### config.mk
export PLATFORM = sky130hd
export DESIGN_NAME = obi_mem_responder
export DESIGN_NICKNAME = d
export VERILOG_FILES = /design/src/rtl/obi_pkg.sv /design/src/rtl/obi_rr_arb2.sv /design/src/rtl/obi_mem_responder.sv
export SDC_FILE = /design/constraint.sdc
export NUM_CORES = 1
export LEC_CHECK = 0
export BUFFER_PORTS_ARGS = -buffer_cell sky130_fd_sc_hd__buf_2
export CAP_MARGIN = 20
export CORE_AREA = 4 4 105 107
export CTS_CLUSTER_DIAMETER = 100
export DETAILED_ROUTE_END_ITERATION = 10
export DIE_AREA = 0 0 109 111
export PLACE_DENSITY_LB_ADDON = 0.15
export SYNTH_ARGS = -nofsm -noshare
export SYNTH_HDL_FRONTEND = slang
export SYNTH_SLANG_ARGS = --single-unit
### constraint.sdc
create_clock -name clk_i -period 5.45 [get_ports clk_i]
set_input_delay 0.2725 -clock clk_i [delete_from_list [all_inputs] [get_ports clk_i]]
set_output_delay 0.2725 -clock clk_i [all_outputs]
set_load 0.05 [all_outputs]
### src/rtl/obi_pkg.sv
// Shared types for the OBI memory responder: FSM states and port selection.
package obi_pkg;

  typedef enum logic {
    IDLE,
    WAIT
  } state_e;

  typedef enum logic {
    PORT_INSTR,
    PORT_DATA
  } port_e;

  localparam int unsigned CntWidth = 3;

  function automatic port_e other_port(input port_e p);
    return (p == PORT_INSTR) ? PORT_DATA : PORT_INSTR;
  endfunction

endpackage

### src/rtl/obi_rr_arb2.sv
// Two-way round-robin arbiter; after a grant the other port gets priority.
module obi_rr_arb2
  import obi_pkg::*;
(
  input  logic  clk_i,
  input  logic  rst_i,
  input  logic  req_instr,
  input  logic  req_data,
  input  logic  advance,
  input  port_e granted,
  output logic  valid,
  output port_e sel
);

  port_e pref_q;

  always_ff @(posedge clk_i or posedge rst_i) begin
    if (rst_i) begin
      pref_q <= PORT_INSTR;
    end else if (advance) begin
      pref_q <= other_port(granted);
    end
  end

  always_comb begin
    valid = req_instr | req_data;
    sel   = PORT_INSTR;
    if (req_instr && req_data) begin
      sel = pref_q;
    end else if (req_data) begin
      sel = PORT_DATA;
    end
  end

endmodule

### src/rtl/obi_mem_responder.sv
// Arbitrates the instruction and data OBI ports onto one single-port RAM,
// with optional wait states before each grant and a one-cycle response.
//
// state | meaning
// IDLE  | no port locked; grants immediately when WaitStates=0
// WAIT  | port locked, counting down to the grant cycle
module obi_mem_responder
  import obi_pkg::*;
#(
  parameter logic [31:0] MemStart   = 32'h0000_0000,
  parameter int unsigned MemSize    = 65536,
  parameter int unsigned WaitStates = 0
) (
  input  logic        clk_i,
  input  logic        rst_i,
  input  logic        instr_req_i,
  output logic        instr_gnt_o,
  output logic        instr_rvalid_o,
  input  logic [31:0] instr_addr_i,
  output logic [31:0] instr_rdata_o,
  input  logic        data_req_i,
  output logic        data_gnt_o,
  output logic        data_rvalid_o,
  input  logic        data_we_i,
  input  logic [3:0]  data_be_i,
  input  logic [31:0] data_addr_i,
  input  logic [31:0] data_wdata_i,
  output logic [31:0] data_rdata_o,
  output logic        mem_req_o,
  output logic        mem_we_o,
  output logic [3:0]  mem_be_o,
  output logic [31:0] mem_addr_o,
  output logic [31:0] mem_wdata_o,
  input  logic [31:0] mem_rdata_i
);

  localparam logic [31:0]         WinMask = ~(32'(MemSize) - 32'd1);
  localparam logic [CntWidth-1:0] WaitCnt = CntWidth'(WaitStates);

  state_e              state_q;
  logic [CntWidth-1:0] cnt_q;
  port_e               lock_q;
  logic                rsp_valid_q;
  port_e               rsp_port_q;
  logic                rsp_rdata_en_q;

  logic        arb_valid;
  port_e       arb_sel;
  port_e       cur_port;
  logic        cur_req;
  logic [31:0] cur_addr;
  logic        in_win;
  logic        grant_now;
  logic        is_data;

  obi_rr_arb2 u_arb (
    .clk_i     (clk_i),
    .rst_i     (rst_i),
    .req_instr (instr_req_i),
    .req_data  (data_req_i),
    .advance   (grant_now),
    .granted   (cur_port),
    .valid     (arb_valid),
    .sel       (arb_sel)
  );

  always_comb begin
    cur_port = (state_q == WAIT) ? lock_q : arb_sel;
    is_data  = (cur_port == PORT_DATA);
    cur_req  = is_data ? data_req_i : instr_req_i;
    cur_addr = is_data ? data_addr_i : instr_addr_i;
    in_win   = ((cur_addr & WinMask) == MemStart);
    // Gated by reset so a request held through reset cannot leak a grant.
    grant_now = 1'b0;
    if (!rst_i) begin
      if (state_q == IDLE) begin
        grant_now = (WaitStates == 0) && arb_valid;
      end else begin
        grant_now = (cnt_q == CntWidth'(1)) && cur_req;
      end
    end
  end

  always_comb begin
    instr_gnt_o = grant_now && !is_data;
    data_gnt_o  = grant_now && is_data;
    mem_req_o   = grant_now && in_win;
    mem_we_o    = mem_req_o && is_data && data_we_i;
    mem_be_o    = 4'h0;
    mem_addr_o  = 32'h0;
    mem_wdata_o = 32'h0;
    if (mem_req_o) begin
      mem_be_o    = is_data ? data_be_i : 4'hF;
      mem_addr_o  = cur_addr;
      mem_wdata_o = is_data ? data_wdata_i : 32'h0;
    end
  end

  always_ff @(posedge clk_i or posedge rst_i) begin
    if (rst_i) begin
      state_q        <= IDLE;
      cnt_q          <= '0;
      lock_q         <= PORT_INSTR;
      rsp_valid_q    <= 1'b0;
      rsp_port_q     <= PORT_INSTR;
      rsp_rdata_en_q <= 1'b0;
    end else begin
      rsp_valid_q    <= grant_now;
      rsp_port_q     <= cur_port;
      rsp_rdata_en_q <= grant_now && in_win && !(is_data && data_we_i);
      case (state_q)
        IDLE: begin
          if (arb_valid && (WaitStates != 0)) begin
            state_q <= WAIT;
            cnt_q   <= WaitCnt;
            lock_q  <= arb_sel;
          end
        end
        WAIT: begin
          // A dropped request abandons the access without touching memory.
          if (!cur_req || (cnt_q == CntWidth'(1))) begin
            state_q <= IDLE;
            cnt_q   <= '0;
          end else begin
            cnt_q <= cnt_q - CntWidth'(1);
          end
        end
        default: begin
          state_q <= IDLE;
          cnt_q   <= '0;
        end
      endcase
    end
  end

  always_comb begin
    instr_rvalid_o = rsp_valid_q && (rsp_port_q == PORT_INSTR);
    data_rvalid_o  = rsp_valid_q && (rsp_port_q == PORT_DATA);
    instr_rdata_o  = (instr_rvalid_o && rsp_rdata_en_q) ? mem_rdata_i : 32'h0;
    data_rdata_o   = (data_rvalid_o && rsp_rdata_en_q) ? mem_rdata_i : 32'h0;
  end

endmodule
Yosys cells after proc, flatten, opt, wreduce, memory -nomap -nowiden. Index checks and enable logic that the tools add are counted.

Register bits after elaboration: 8. Latch bits: 0. Bits in writable memories: 0. ROM bits: 0. Bits of input ports: 137. Output and inout bits: 138. Word-level logic and storage cells: 46. Memories kept: 0.

$add $sub $neg: 1. Multipliers: 0. Divide/modulo/power cells: 0. Magnitude comparators: 0. Eq/ne operators: 1. Shift operators: 0. Mux-type cells: 18. Bitwise operators: 2. Reductions and logical operators: 18.

Operators with widths (count): 2-to-1 mux 32 bit (6); logical NOT 32 bit (1); logical AND 1 bit (13); 2-to-1 mux 1 bit (9); 2-to-1 mux 4 bit (2); equality test 3 x 1 -> 1 bit (second input constant) (1); logical NOT 1 bit (3); 2-to-1 mux 3 bit (1); subtractor 3 x 1 -> 3 bit (second input constant) (1); logical OR 1 bit (1); inverter 1 bit (1); bitwise OR 1 bit (1).

Logic depth before layout (Yosys ltp).
Word-level depth: 10. Gate-level depth with buffers: 7.

By module. From an unflattened synthesis, not the netlist that was laid out.

Cell total of the unflattened synthesis: 254. Area, all modules: 1790.5 um^2.

By module, submodules not included: obi_mem_responder (instances 1, cells each 247, area each 1735.4 um^2, seq. area each 175.2 um^2); obi_rr_arb2 (instances 1, cells each 7, area each 55.1 um^2, seq. area each 25.0 um^2).

Worst setup path after synthesis. OpenSTA, ideal clock, no wires.

Path type: input to output. Start point: input port instr_addr_i[22]. End point: output port mem_addr_o[14]. Data arrival time: 2982 ps. Required time: 5178 ps. Slack: 2196 ps. Cell stages on the path: 5. Buffers on the path: 1. Cell sequence: or4_1 -> nor4_1 -> mux2i_2 -> buf_2 -> nor4_1.

Longest elaborated chain between the ends: 4.

RTL lines: start, declared (line obi_mem_responder.sv:19) `input logic [31:0] instr_addr_i,`; 2-to-1 mux 32 bit (line obi_mem_responder.sv:71) `cur_addr = is_data ? data_addr_i : instr_addr_i;`; logical NOT 32 bit (line obi_mem_responder.sv:72) `in_win = ((cur_addr & WinMask) == MemStart);`; logical AND 1 bit (line obi_mem_responder.sv:87) `mem_req_o = grant_now && in_win;`; 2-to-1 mux 32 bit (line obi_mem_responder.sv:92) `if (mem_req_o) begin`; end, declared (line obi_mem_responder.sv:32) `output logic [31:0] mem_addr_o,`.

Every way passes these cells.

Final worst setup path.
Start point: register u_arb.pref_q. End point: output port mem_wdata_o[18].

Longest elaborated chain between the ends: 8. Elaborated cells between the ends (all ways): 11.

RTL lines: start, declared (line obi_rr_arb2.sv:15) `port_e pref_q;`; start signal, assigned (line obi_rr_arb2.sv:21) `pref_q <= other_port(granted);`; 2-to-1 mux 1 bit * (line obi_rr_arb2.sv:28) `if (req_instr && req_data) begin`; 2-to-1 mux 1 bit * (line obi_mem_responder.sv:68) `cur_port = (state_q == WAIT) ? lock_q : arb_sel;`; 2-to-1 mux 1 bit (line obi_mem_responder.sv:70) `cur_req = is_data ? data_req_i : instr_req_i;`; logical AND 1 bit (line obi_mem_responder.sv:79) `grant_now = (cnt_q == CntWidth'(1)) && cur_req;`; 2-to-1 mux 1 bit (line obi_mem_responder.sv:76) `if (state_q == IDLE) begin`; 2-to-1 mux 1 bit (line obi_mem_responder.sv:75) `if (!rst_i) begin`; logical AND 1 bit (line obi_mem_responder.sv:87); 2-to-1 mux 32 bit * (line obi_mem_responder.sv:92); end, declared (line obi_mem_responder.sv:33) `output logic [31:0] mem_wdata_o,`.

Mark *: on every way between the ends. The rest lies on a longest branch, timed or not.

==> metrics.txt <==
DRC Markers 0; slowest cell delay on critical path 910 ps; post-layout power 263 uW; Crit-path slowest cell mux2i_4; transition time at the pin with the least slew margin 1050 ps; core area 10100 um2; routed vias/inst 4.12; number of placement rows 37; vias in the first global route 2571; dominant combinational cell family by area after synthesis simple AND/OR/NAND/NOR gates; areal power density over the cells 80.8 nW/um2; buffering stage count on the worst path with inverters included 4; Crit path required time 5180 ps; count of antenna-violating nets left after detailed routing 0; WL/cell 13.8 um; worst vdd ir 0.0376 mV; CTS sink cnt 8; GP Congestion 0.817; GRT Resource Usage Total 12.9%; number of antenna violations at the first check in global routing 0; fraction of the mapped netlist area in compound gates 3.83%; post-synthesis instance total 267; Peak Freq 278 MHz; number of setup buffers added after CTS 0; router iterations before antenna repair 4; Cell Chain, Critical Path or2b_2 -> nand2_1 -> buf_4 -> inv_2 -> mux2i_4 -> buf_4 -> nor3_2 -> buf_2; initial core utilization 18.7%; most used flip-flop cell after synthesis dfrtp_1; Synth Area in XOR/XNOR 0%; share of total power consumed by net switching 38.5%; Resized Gates After CTS 0; Adder-Cell Fraction of Synth Area 1.32%; post-synthesis async set-or-reset flop share 100%; final number of max-transition violations 0; area of the die 12100 um2; RSZ-0062 raised after global routing false; Avg Cell Area, Syn 7.09 um2; number of synthesized register bits 8; class of the tightest hold or removal check primary input to async pin; clock tree root buffer cell clkbuf_8; kind of start point of the critical path flip-flop; final worst clock skew 3.96 ps; count of cell types in the netlist 32; TritonCTS clock tree yes; number of maximum-capacitance constraint violations 0; setup violation total in the final timing report 0; share of cell area taken by muxes after synthesis 9.72%; WL final 8.86 mm; critical path fanouts, max 37; top-level I/O count 275; Power Internal 162 uW; fraction of power consumed by sequential logic 24.0%; share of power burned in the clock network 25.6%; share of final-layout standard cells stronger than drive strength 1 59.3%; result of the run finished clean; P_sw 101 uW; number of violations reported at the end of detailed-routing iteration 0 115; Detailed Place HPWL 7.90 mm; later-pin clock latency in the skew report 220 ps; Logic pwr share 50.5%; Hold Fails Final Rpt 0; kind of cell adding the most delay to the critical path buffers and inverters; number of hold-repair buffers added at the cts stage 0; Max-Slew Margin vs Limit 28.3%; number of vias after detailed routing 2655; Post-layout nets 649; launch point of the worst reg-to-reg path u_arb.pref_q; diodes inserted 0; standby leakage power 0.00190 uW; Setup TNS Final 0 ps; vertical die dimension 111 um; crit end category output port; final worst-path cycle share 66.0%; Synthesis Warnings 1; Synth Area in Simple Gates 60.7%; Port-buffer cells 258; netlist area before placement 1890 um2; clock transition time at the flip-flop clock pins of the worst setup and hold paths 40 ps; Finished Core Util 32.1%; pin count of the biggest net entering global routing 38; Crit. Startpoint u_arb.pref_q; cell type with the highest occurrence count on the critical path buf_4; Die X-Extent 109 um; sequential share of the synthesized area 10.6%; category of the critical setup timing path flip-flop to output port; maximum buffer depth of the clock tree 2; CTS buffer count 3; first-pass GRT wire length 12.6 mm; time the final worst path needs with I/O delays and setup 3600 ps; number of H-tree levels 1; EDFF count, synth 0; Overflow after GRT 0; area overhead of the layout relative to synthesis 72.1%; data arrival time of the critical path 3330 ps
[flip-flops by register name, indices dropped and copies added, names as in the netlist]
register        count
cnt_q               3
rsp_port_q          1
rsp_rdata_en_q      1
rsp_valid_q         1
state_q             1
u_arb.pref_q        1
[per-stage QoR]
step / worst slack, ps / hold WS (ps) / std cells / instance area, um2
after global routing: 1610 / 23.0 / 644 / 3260
after detailed placement: 2060 / 249 / 641 / 3220
final: 1850 / 0.902 / 644 / 3260
after CTS: 1820 / 13.4 / 644 / 3260
after global placement: 2130 / 251 / 641 / 3220
after floorplan: 2200 / 88.2 / 282 / 1950
[cell type report]
type	count	area (um2)
timing repair buffer	262	1320
inverter	6	22.5
sequential	8	200
clock buffer	3	41.3
multi-input combinational	229	1500
fill	1112	6880
tap	136	170
[per-layer routing]
metal | routed length (um) | share of wire (%) | track usage [%] | vias up
met5 | 0 | 0 | 0 | -
met4 | 110 | 1.2 | 2.44 | 0
met3 | 1060 | 12 | 2.74 | 6
met2 | 4920 | 56 | 27.8 | 166
met1 | 2760 | 31 | 11.8 | 1130
li1 | - | - | - | 1353
[logic make-up (layout without fill, tap and decap cells)]
group	count (synthesis)	after routing
mux	18	18
flops	8	8
other cells	1	16
simple gates	182	182
fa+ha+maj	2	2
compound gates	11	11
buf+inv	45	271
[power groups by stage]
stage | Clock [uW] | Sequential, uW | Combinational, uW
after floorplan | 0 | 63.5 | 82.8
after global placement | 0 | 64.0 | 133
after detailed placement | 0 | 63.9 | 134
after CTS | 69.6 | 63.1 | 135
after global routing | 74.7 | 63.2 | 146
final | 67.3 | 63.1 | 133
[synthesized netlist by cell type, types with 2 or more instances]
cell / count / area (um2)
and2_1: 65 / 407
nand2_1: 38 / 143
nor3_2: 30 / 300
nor4_1: 18 / 113
mux2i_1: 17 / 170
buf_4: 16 / 120
clkbuf_1: 12 / 45.0
nor3_1: 10 / 50.1
dfrtp_1: 8 / 200
buf_2: 6 / 30.0
nor2_1: 6 / 22.5
o21ai_0: 6 / 30.0
inv_1: 5 / 18.8
or4_1: 5 / 37.5
buf_6: 3 / 33.8
and3_1: 2 / 12.5
buf_1: 2 / 7.51
ha_1: 2 / 25.0
nor2b_1: 2 / 12.5
or2b_2: 2 / 17.5
[cell usage in the layout, fill, tap and decap left out, types with 8 or more instances in the layout]
master     n
mux2i_1   16
nor3_1    10
nand2_1   38
nor3_2    30
and2_1    65
dfrtp_1    8
buf_2    258
conb_1    16
nor4_1    18
[final timing paths]
| check | cells past startpoint | end | slack (ps) |
|---|---|---|---|
| setup / recovery | 8 | mem_wdata_o[18] | 1850 |
| hold / removal | 2 | cnt_q[2] | 0.9 |
| setup reg to reg | 6 | rsp_rdata_en_q | 2800 |
| hold reg to reg | 2 | u_arb.pref_q | 490 |
| max in group asynchronous | 2 | rsp_rdata_en_q | 5210 |
| min in group clk_i | 3 | rsp_rdata_en_q | 410 |
No activity file was read; power rests on OpenSTA's default activity.
